==> src/rtl/if_id_register.sv <==
// IF/ID pipeline register with RUN/STALL/HALT control and bubble insertion.
// Latency: one cycle from IF inputs to registered ID outputs.
// Backpressure: IFIDWre=0 holds the register (stall); Flush overrides stall; HALT holds until reset.
// Optional build macro: IF_ID_PERF_CNT_EN adds Stall_Count / Flush_Count outputs.
module if_id_register #(
  parameter logic [31:0] NOP_INSTR = 32'h0000_0000
) (
  input  logic        Clk,
  input  logic        Reset,
  input  logic [31:0] IF_PCadd4,
  input  logic [31:0] IF_Instruction,
  input  logic        IFIDWre_from_Load_use_Detection_Unit,
  input  logic        PCWre_from_Control_Unit,
  input  logic        Flush,
  output logic [31:0] ID_PCadd4,
  output logic [31:0] ID_Instruction,
  output logic        ID_Valid,
  output logic        ID_Halted
`ifdef IF_ID_PERF_CNT_EN
  ,
  output logic [15:0] Stall_Count,
  output logic [15:0] Flush_Count
`endif
);

  typedef enum logic [1:0] {
    ST_RUN   = 2'd0,
    ST_STALL = 2'd1,
    ST_HALT  = 2'd2
  } state_t;

  state_t state_q;
  state_t state_d;

  // Short local names for the long control inputs.
  logic load_en;
  logic pc_wre;
  assign load_en = IFIDWre_from_Load_use_Detection_Unit;
  assign pc_wre  = PCWre_from_Control_Unit;

  // Next values of the registered outputs.
  logic [31:0] pc_d;
  logic [31:0] instr_d;
  logic        valid_d;
  logic        halted_d;

  // A flush only counts as a bubble load while the block is still live.
  logic flush_bubble;
  assign flush_bubble = Flush && (state_q != ST_HALT);

  // State register: synchronous active-low reset always returns to RUN.
  always_ff @(posedge Clk) begin
    if (!Reset) begin
      state_q <= ST_RUN;
    end else begin
      state_q <= state_d;
    end
  end

  // Next-state logic: flush beats stall beats halt; halt only on a loading cycle.
  always_comb begin
    state_d = state_q;
    case (state_q)
      ST_RUN, ST_STALL: begin
        if (Flush) begin
          state_d = ST_RUN;
        end else if (!load_en) begin
          state_d = ST_STALL;
        end else if (!pc_wre) begin
          state_d = ST_HALT;
        end else begin
          state_d = ST_RUN;
        end
      end
      ST_HALT: begin
        state_d = ST_HALT;
      end
      default: begin
        state_d = ST_RUN;
      end
    endcase
  end

  // Output logic: compute what the ID-side registers take on the next edge.
  always_comb begin
    pc_d     = ID_PCadd4;
    instr_d  = ID_Instruction;
    valid_d  = ID_Valid;
    halted_d = (state_d == ST_HALT);
    case (state_q)
      ST_HALT: begin
        // The halt instruction has already passed to ID; from here on
        // only bubbles are presented and the PC value is frozen.
        instr_d = NOP_INSTR;
        valid_d = 1'b0;
      end
      ST_RUN, ST_STALL: begin
        if (Flush) begin
          pc_d    = 32'd0;
          instr_d = NOP_INSTR;
          valid_d = 1'b0;
        end else if (load_en) begin
          // Covers normal capture and the single capture of a halt instruction.
          pc_d    = IF_PCadd4;
          instr_d = IF_Instruction;
          valid_d = 1'b1;
        end
        // load_en=0 without flush: hold everything (stall).
      end
      default: begin
        pc_d    = 32'd0;
        instr_d = NOP_INSTR;
        valid_d = 1'b0;
      end
    endcase
  end

  // Output registers: every ID-side output comes straight from a flop.
  always_ff @(posedge Clk) begin
    if (!Reset) begin
      ID_PCadd4      <= 32'd0;
      ID_Instruction <= NOP_INSTR;
      ID_Valid       <= 1'b0;
      ID_Halted      <= 1'b0;
    end else begin
      ID_PCadd4      <= pc_d;
      ID_Instruction <= instr_d;
      ID_Valid       <= valid_d;
      ID_Halted      <= halted_d;
    end
  end

`ifdef IF_ID_PERF_CNT_EN
  // Saturating event counters; frozen once halted, cleared by reset.
  always_ff @(posedge Clk) begin
    if (!Reset) begin
      Stall_Count <= 16'd0;
      Flush_Count <= 16'd0;
    end else if (state_q != ST_HALT) begin
      if ((state_d == ST_STALL) && (Stall_Count != 16'hFFFF)) begin
        Stall_Count <= Stall_Count + 16'd1;
      end
      if (flush_bubble && (Flush_Count != 16'hFFFF)) begin
        Flush_Count <= Flush_Count + 16'd1;
      end
    end
  end
`else
  // Without counters the flush qualifier has no consumer.
  logic unused_flush_bubble;
  assign unused_flush_bubble = flush_bubble;
`endif

endmodule
==> config.mk <==
export PLATFORM = sky130hd
export DESIGN_NAME = if_id_register
export DESIGN_NICKNAME = d
export VERILOG_FILES = /design/src/rtl/if_id_register.sv
export SDC_FILE = /design/constraint.sdc
export NUM_CORES = 1
export LEC_CHECK = 0
export CAP_MARGIN = 0
export CORE_MARGIN = 5
export CORE_UTILIZATION = 35
export CTS_BUF_LIST = sky130_fd_sc_hd__clkbuf_8
export DETAILED_ROUTE_END_ITERATION = 16
export PLACE_DENSITY = 0.88
export SLEW_MARGIN = 20
export SYNTH_ARGS = -nofsm -noshare
export SYNTH_HDL_FRONTEND = slang
export SYNTH_SLANG_ARGS = --single-unit
==> constraint.sdc <==
create_clock -name Clk -period 1.3 [get_ports Clk]
set_input_delay 0.39 -clock Clk [delete_from_list [all_inputs] [get_ports Clk]]
set_output_delay 0.39 -clock Clk [all_outputs]
set_load 0.005 [all_outputs]
==> run summary, run 1 <==
Crit path max-delay family - flip-flops
Largest area contributor in the netlist - dfxtp_1
Crit path required time - 910 ps
Fillers - 510
Status - finished clean
Post-Syn Instances - 192
Warnings from Yosys - 0
Routed wire length per instance - 14.79 um
IO Count - 135
Gr busiest metal - met2
Pwr dens - 1094 mW/mm^2
RePlAce Congestion - 0.7506
VDD IR-drop max - 0.6873 mV
Synth Flop Type - dfxtp_1
Die area - 0.008199 sq mm
Worst Tran Pin Value - 406.0 ps
Share of layout cells above drive strength 1 - 0.2602
Mapped Area - 0.002271 sq mm
Highest-delay cell along the critical path - dfxtp_2
Largest net degree at the start of global routing - 35
Vias in the first global route - 2,125
Sequential group share of total power - 0.519
Final min period - 1266 ps
DRC viols - 0
First-pass GRT wire length - 10.07 mm
HPWL Detailed - 4.620 mm
Clock Skews - 6.946 ps
Top-count cell post-synth - dfxtp_1
GR Util All Layers - 0.1484
Setup TNS - 0 ps
Data arrival, critical path - 880 ps
GRT met3 Usage - 0.05667
Post-synth EDFFs - 0
Fin Hold WS - 453.0 ps
Crit path largest cell delay - 310 ps
Clock Tree Buf Depth - 2
Sw Pwr - 0.9396 mW
Top post-synthesis cells by area - dfxtp_1, mux2i_1, a22o_1
Post-synthesis async set-or-reset flop share - 0
Met1 Track Usage GR - 0.1740
Critical path buffers and inverters - 1
Leakage - 1.696 nW
Combinational Power Share - 0.132
Die Wd - 90.55 um
Fin. Hold Viols - 0
Clock Pin Slew Worst Setup and Hold Paths - 70 ps
Rel. slew slack - 0.7255
Root buffer cell - clkbuf_8
Crit share post-route - 0.9736
Row cnt - 29
Initial Util - 0.3597
Post-Syn Nets - 261
Area grow syn2layout - 70.74%
Yosys top cell area share - 0.5994
RSZ-0062 raised after global routing - no
Die height - 90.55 um
Startpoint Class - flop
Hold buffer count at CTS - 0
Nets - 407
Internal - 3.303 mW
Worst-Skew Late Latency - 320 ps
Yosys reg bits - 68
Final ANT Viol Nets - 0
Top post-synthesis cells by count - dfxtp_1, nor2_1, mux2i_1
Crit-path cells - dlygate4sd2_1
Overall power - 4.243 mW
Critical Path End Type - output pin
Area after DPL - 0.003730 sq mm
Slew Limit Fails - 0
Total CTS buffers - 9
Critical Path Fanout Max - 2
Critical path class - reg2out
Highest clock rate - 790.1 MHz
HP Class - in2reg
Worst setup margin - 34.33 ps
TritonCTS clock tree - built
Core box area - 0.006314 sq mm
Clock sinks - 68
Starting DRT DRC Count - 25
Switching portion of total power - 0.2214
Cell area after layout - 0.003877 sq mm
Antenna violations before repair - 0
Total gr overflow - 0
Post-synth cell types - 18
DR pass1 iterations - 3
Via density - 4.764
Post-synthesis sequential area ratio - 0.5994
WL final - 6.199 mm
H-tree Lvls - 3
Setup violators final - 0
Inserted Diodes - 0
Clock power frac - 0.349
Routed via count - 1,996
Post-synthesis average cell area - 11.83 sq um
Maxcap violations - 0
Met2 Resource Use GR - 0.2458
IO Port Bufs - 134
Pre-CTS WS - -438.7 ps
==> repair_timing <==
item                       in CTS  in global routing
setup endpoints to repair      97                 41
gates resized for setup       136                 52
buffers inserted                3                  1
==> layout make-up <==
type / count / area, sq um / area share
Sequential cell: 68 / 1406 / 0.3627
Multi-Input combinational cell: 110 / 803.3 / 0.2072
Tap cell: 77 / 96.34 / 0.02485
Clock buffer: 11 / 151.4 / 0.03904
Timing Repair Buffer: 149 / 1403 / 0.3617
Clock inverter: 4 / 17.52 / 0.004518
==> placed cells by master (no fill, tap or decap), drive strengths merged, types with 2 or more instances in the layout <==
cell,instances
buf,16
clkbuf,30
dfxtp,68
dlygate4sd2,4
a22o,31
mux2i,32
clkinv,2
nor2,36
o21a,3
inv,2
clkdlybuf4s15,44
clkdlybuf4s50,66
==> power by group through the flow <==
stage                     logic, mW  clock network [mW]  registers (mW)
after CTS                     0.574                1.53            2.20
after floorplan               0.196                   0            2.25
final                         0.560                1.48            2.20
after global routing          0.606                1.63            2.21
after global placement        0.591                   0            2.24
after detailed placement      0.604                   0            2.24
==> state kept, by name, summed over array words and instances (netlist names) <==
signal and flops:
ID_PCadd4 32, ID_Halted 1, ID_Instruction 32, ID_Valid 1
state_q 2
==> path summary, 6_finish.rpt <==
check / slack, ps / cells past startpoint / from / endpoint
hold reg to reg: 470 / 1 / ID_PCadd4[30] / ID_PCadd4[30]
hold / removal: 450 / 4 / IFIDWre_from_Load_use_Detection_Unit / ID_PCadd4[9]
setup / recovery: 30 / 1 / ID_PCadd4[16] / ID_PCadd4[16]
setup reg to reg: 90 / 4 / state_q[1] / ID_PCadd4[12]
==> cell families (layout without fill, tap and decap cells) <==
group	count (synthesis)	in the layout	synth area share
AOI/OAI and AO/OA	36	36	0.1355
muxes	32	32	0.1410
and+or+nand+nor	42	42	0.07714
DFF	68	68	0.5995
buffers and inverters	14	164	0.04683
==> metrics by stage <==
stage	utilization	instances
after global routing	0.6142	419
after floorplan	-	192
after detailed placement	0.5908	400
final	0.6142	419
after CTS	0.6215	418
after global placement	0.5908	400
==> per-layer routing <==
metal  part of all wire  routed length, um
met1               0.43               2682
met2               0.47               2935
met3              0.084                521
met4             0.0095                 59
met5                  0                  0
Note: power is estimated with default switching activity, not from simulation.
==> run 2: changes to the inputs <==
Settings changed: PLACE_DENSITY 0.88 to 0.79.
==> run 2 against run 1 <==
Maximum frequency grew 0.14%. Via count fell by 0.70%. Sequential cell count unchanged. Register-to-register slack worse by 20 ps. Sequential share of layout area up 0.52 points. Clock power about the same. Die area is the same.
==> run summary, run 2 (same netlist as run 1, synthesis figures left out) <==
RSZ-0062 raised after global routing - no
Critical Path Fanout Max - 2 (unchanged)
VDD IR-drop max - 0.9307 mV (+35%)
Total gr overflow - 0 (unchanged)
Clock power frac - 0.352 (+0.003)
Sw Pwr - 0.9696 mW (+3.2%)
Largest registers - ID_Instruction x32, ID_PCadd4 x32, state_q x2
Die height - 90.55 um (unchanged)
GR Util All Layers - 0.1559 (+0.007552)
Area grow syn2layout - 69.09%
First-pass GRT wire length - 10.36 mm (+2.9%)
Die Wd - 90.55 um (unchanged)
Crit-path cells - clkdlybuf4s15_1
Critical R2R Launch - state_q[1]
Commonest non-fill, non-tap cell in the layout - clkdlybuf4s50_1
Pre-CTS WS - -435.1 ps (+3.611 ps)
Clock Pin Slew Worst Setup and Hold Paths - 70 ps (about the same)
Fin. Hold Viols - 0 (unchanged)
Most frequent cells in the layout - clkdlybuf4s50_1, dfxtp_2, nor2_1
Switching portion of total power - 0.2269 (+0.005502)
Via density - 4.776 (+0.26%)
Critical Path End Type - output pin
IO Count - 135 (unchanged)
Final ANT Viol Nets - 0 (unchanged)
Worst Hold End - ID_PCadd4[3]
Starting DRT DRC Count - 72 (+190%)
Inserted Diodes - 0 (unchanged)
Vias in the first global route - 2,074 (-2.4%)
Clock sinks - 68 (unchanged)
Routed wire length per instance - 15.58 um (+5.3%)
Rel. slew slack - 0.7335 (+0.008032)
Crit share post-route - 0.9722 (-0.001363)
Fillers - 508 (-0.39%)
TritonCTS clock tree - built
Internal - 3.303 mW (about the same)
IO Port Bufs - 134 (unchanged)
Status - finished clean
Worst reg2reg path depth - 4 (unchanged)
Setup violators final - 0 (unchanged)
Total CTS buffers - 9 (unchanged)
Crit path required time - 910 ps (about the same)
Core box area - 0.006314 sq mm (unchanged)
Crit path largest cell delay - 330 ps (+20 ps)
Overall power - 4.273 mW (+0.70%)
Hold wc startpoint - ID_PCadd4[3]
Sequential group share of total power - 0.516 (-0.003)
H-tree Lvls - 3 (unchanged)
Root buffer cell - clkbuf_8
Worst setup margin - 36.10 ps (+1.772 ps)
Data arrival, critical path - 870 ps (about the same)
Final min period - 1264 ps (-1.772 ps)
Fin Hold WS - 463.3 ps (+10.29 ps)
DR pass1 iterations - 4 (+1)
WL final - 6.465 mm (+4.3%)
Nets - 403 (-0.98%)
Fin util - 0.6082 (-0.005945)
Hold path depth - 1 (-3)
Largest net degree at the start of global routing - 35 (unchanged)
Antenna violations before repair - 0 (unchanged)
Crit path max-delay family - flip-flops
Reg2reg setup slack - 70 ps (-20 ps)
Slew Limit Fails - 0 (unchanged)
Clock Tree Buf Depth - 2 (unchanged)
Leakage - 1.681 nW (-0.89%)
Maxcap violations - 0 (unchanged)
Setup TNS - 0 ps (unchanged)
Pwr dens - 1113 mW/mm^2 (+1.7%)
RePlAce Congestion - 0.7580 (+0.99%)
Initial Util - 0.3597 (unchanged)
HP Class - reg2reg
Highest-delay cell along the critical path - dfxtp_1
Worst Tran Pin Value - 394.1 ps (-11.88 ps)
Critical path class - reg2out
Combinational Power Share - 0.132 (about the same)
Routed via count - 1,982 (-0.70%)
Critical path buffers and inverters - 1 (unchanged)
Die area - 0.008199 sq mm (unchanged)
Startpoint Class - flop
Row cnt - 29 (unchanged)
Clock Skews - 5.414 ps (-1.532 ps)
Worst-Skew Late Latency - 330 ps (about the same)
Highest clock rate - 791.2 MHz (+0.14%)
Worst r2r dst - ID_PCadd4[16]
Share of layout cells above drive strength 1 - 0.2959 (+0.03562)
DRC viols - 0 (unchanged)
HPWL Detailed - 4.679 mm (+1.3%)
## run 2: changes by cell type in the layout (fill, tap and decap cells not counted)
cell / change
dfxtp_2: +5
dlygate4sd2_1: -3
buf_12: +2
buf_2: +5
nor2b_2: +1
nor2b_1: -1
dfxtp_1: -5
clkbuf_2: +4
clkdlybuf4s15_1: -6
buf_4: -6
## run 2: what timing repair did
action,CTS,global route
hold endpoints to repair,0,0
gates resized for setup,161,50
setup endpoints to repair,97,72
setup buffers,2,0
hold buffers,0,0
## run 2: area by class of cell
class                   count  area [sq um]  area share
well taps                  77         96.34     0.02509
clock inverters             4         17.52    0.004562
flip-flops and latches     68          1413      0.3679
repair buffers            145          1356      0.3532
multi-input cells         110         805.8      0.2098
clock buffers              11         151.4     0.03943
## run 2: how the worst max path moves through the flow
| stage | startpoint | end | depth (start not counted) |
|---|---|---|---|
| global placement | Flush | ID_PCadd4[31] | 5 |
| finish | ID_PCadd4[25] | ID_PCadd4[25] | 1 |
| global route | ID_PCadd4[6] | ID_PCadd4[6] | 1 |
| detailed placement | Flush | ID_PCadd4[16] | 5 |
| floorplan | IFIDWre_from_Load_use_Detection_Unit | ID_PCadd4[0] | 5 |
| CTS | ID_PCadd4[9] | ID_PCadd4[9] | 1 |
## run 2: stage by stage
stage                     area, sq um  instances
after floorplan                  2271        192
after global placement           3740        398
after detailed placement         3740        398
after CTS                        3958        415
after global routing             3840        415
final                            3840        415
## run 2: power groups by stage
stage / Sequential [mW] / Combinational (mW) / Clock (mW)
detailed placement: 2.24 / 0.609 / 0
CTS: 2.20 / 0.583 / 1.55
finish: 2.20 / 0.564 / 1.50
global route: 2.21 / 0.610 / 1.66
floorplan: 2.25 / 0.196 / 0
global placement: 2.24 / 0.597 / 0
## run 2: routing by layer
| layer | global-route usage | part of all wire |
|---|---|---|
| met2 | 0.2452 | 0.46 |
| met4 | 0.05583 | 0.013 |
| met1 | 0.1769 | 0.41 |
| met5 | 0 | 0 |
| met3 | 0.08667 | 0.12 |
==> run 3: changes to the inputs <==
Settings changed: CORE_UTILIZATION 35 to 41, PLACE_DENSITY 0.79 to 0.87.
Clock period 1.3 ns to 1.6 ns, I/O delays scaled along.
==> run 3 against run 2 <==
Critical path depth is 4 higher. Sequential share of layout area is 1.1 points lower. Die area is 13% lower. Critical endpoint is now ID_PCadd4[16]. Largest power group unchanged.
==> run summary, run 3 (same netlist as run 1, synthesis figures left out) <==
Row cnt - 27 (-6.9%)
Root buffer cell - clkbuf_8
Fin. Hold Viols - 0 (unchanged)
Maxcap violations - 0 (unchanged)
Placed cells - 391 (-1.8%)
Hold wc startpoint - ID_PCadd4[1]
Highest-delay cell along the critical path - clkdlybuf4s50_1
Post-CTS Setup Inserts - 0 (-2)
TritonCTS clock tree - built
Cell area after layout - 0.003822 sq mm (-0.46%)
Hold buffer count at CTS - 0 (unchanged)
Crit path launch - Flush
Share of layout cells above drive strength 1 - 0.07808 (-0.2178)
Leakage - 1.857 nW (+10%)
Antenna violations before repair - 0 (unchanged)
Setup TNS - 0 ps (unchanged)
Via density - 4.770 (-0.12%)
Clock Tree Buf Depth - 2 (unchanged)
Inserted Diodes - 0 (unchanged)
Crit path required time - 1820 ps (+910 ps)
Critical Path End Type - flop
Data arrival, critical path - 1710 ps (+840 ps)
Total gr overflow - 0 (unchanged)
Fin Hold WS - 465.6 ps (+2.331 ps)
Worst-Skew Late Latency - 330 ps (about the same)
Core box area - 0.005439 sq mm (-14%)
Die Wd - 84.43 um (-6.8%)
Worst Tran Pin Value - 393.4 ps (-0.7260 ps)
VDD IR-drop max - 0.6227 mV (-33%)
Fillers - 442 (-13%)
IO Count - 135 (unchanged)
Slew Limit Fails - 0 (unchanged)
Final ANT Viol Nets - 0 (unchanged)
Startpoint Class - primary input
DR pass1 iterations - 4 (unchanged)
Crit path largest cell delay - 520 ps (+190 ps)
Most frequent cells in the layout - clkdlybuf4s50_1, dfxtp_1, dlygate4sd2_1
RSZ-0062 raised after global routing - no
Crit share post-route - 0.9312
Die height - 84.43 um (-6.8%)
Critical path class - in2reg
DRC viols - 0 (unchanged)
Total CTS buffers - 9 (unchanged)
Area grow syn2layout - 68.32%
Status - finished clean
First-pass GRT wire length - 9.680 mm (-6.6%)
Clock sinks - 68 (unchanged)
IO Port Bufs - 134 (unchanged)
Initial Util - 0.4175 (+0.05784)
Rel. slew slack - 0.7340 (about the same)
Setup violators final - 0 (unchanged)
Nets - 399 (-0.99%)
Overall power - 3.673 mW (-14%)
Fin util - 0.7028 (+0.09458)
Multi-input gate area - 803.3 sq um (-0.31%)
Final min period - 1490 ps
Worst setup margin - 110.2 ps (+74.05 ps)
HPWL Detailed - 4.492 mm (-4.0%)
Clock Pin Slew Worst Setup and Hold Paths - 70 ps (about the same)
Final non-filler cell total - 405 (-2.4%)
Area after DPL - 0.003694 sq mm (-1.2%)
Pwr dens - 960.9 mW/mm^2 (-14%)
Critical R2R Launch - state_q[1]
Critical Path Fanout Max - 31 (+29)
Routed via count - 1,932 (-2.5%)
Clock Skews - 4.494 ps (-0.9204 ps)
Largest net degree at the start of global routing - 35 (unchanged)
HP Class - reg2reg
Starting DRT DRC Count - 19 (-74%)
WL final - 6.020 mm (-6.9%)
Vias in the first global route - 2,019 (-2.7%)
Register area - 0.001364 sq mm (-3.5%)
RePlAce Congestion - 0.7077 (-6.6%)
H-tree Lvls - 3 (unchanged)
Die area - 0.007128 sq mm (-13%)
Highest clock rate - 671.2 MHz
Largest registers - ID_Instruction x32, ID_PCadd4 x32, state_q x2
Routed wire length per instance - 14.86 um (-4.6%)
Crit-path cells - clkdlybuf4s50_1, nor2_1, and3_1, buf_12, a22o_1
GR Util All Layers - 0.1715 (+0.01562)
Pre-CTS WS - -230.3 ps (+204.8 ps)
Commonest non-fill, non-tap cell in the layout - clkdlybuf4s50_1
## run 3: cell count changes in the layout (fill, tap and decap cells not counted), sizes merged
cell / before / now
buf: 17 / 8
bufinv: 0 / 1
clkbuf: 34 / 13
clkdlybuf4s15: 38 / 0
clkdlybuf4s50: 66 / 67
clkinv: 2 / 0
dlygate4sd2: 1 / 66
inv: 2 / 0
## run 3: final cells by class
type | instances | area share
sequential | 68 | 0.3568
clock inverter | 1 | 0.007856
clock buffer | 13 | 0.04681
timing repair buffer | 141 | 0.3548
multi-input combinational | 110 | 0.2101
tap | 72 | 0.02357
## run 3: power by group
| group | switching (mW) | total [mW] | internal, mW |
|---|---|---|---|
| registers | 0.0296 | 1.78 | 1.75 |
| clock network | 0.577 | 1.45 | 0.874 |
| logic | 0.150 | 0.440 | 0.289 |
| total | 0.757 | 3.67 | 2.92 |
## run 3: worst max-delay path: cells and delay by family
kind                   cells  cell delay [ps]
buffers and inverters      2              690
AND/OR/NAND/NOR            2              280
AO/OA/AOI/OAI              1              240
## run 3: path summary, 6_finish.rpt
kind	to	slack [ps]	cells past startpoint
worst min-delay path	ID_PCadd4[1]	470	1
worst max-delay path	ID_PCadd4[16]	110	5
worst min register to register	ID_PCadd4[1]	470	1
worst max register to register	ID_PCadd4[15]	330	4
## run 3: timing repair
| action | in CTS | in global routing |
|---|---|---|
| endpoints found under the hold margin | 0 | 0 |
| resized for setup | 68 | 0 |
| setup endpoints to repair | 66 | 0 |
## run 3: metal layers
metal	vias to the layer above	global-route usage	routed length (um)
li1	951	-	-
met1	878	0.1878	2409
met2	94	0.2812	2790
met3	9	0.08636	735
met4	0	0.07338	85
met5	-	0	0
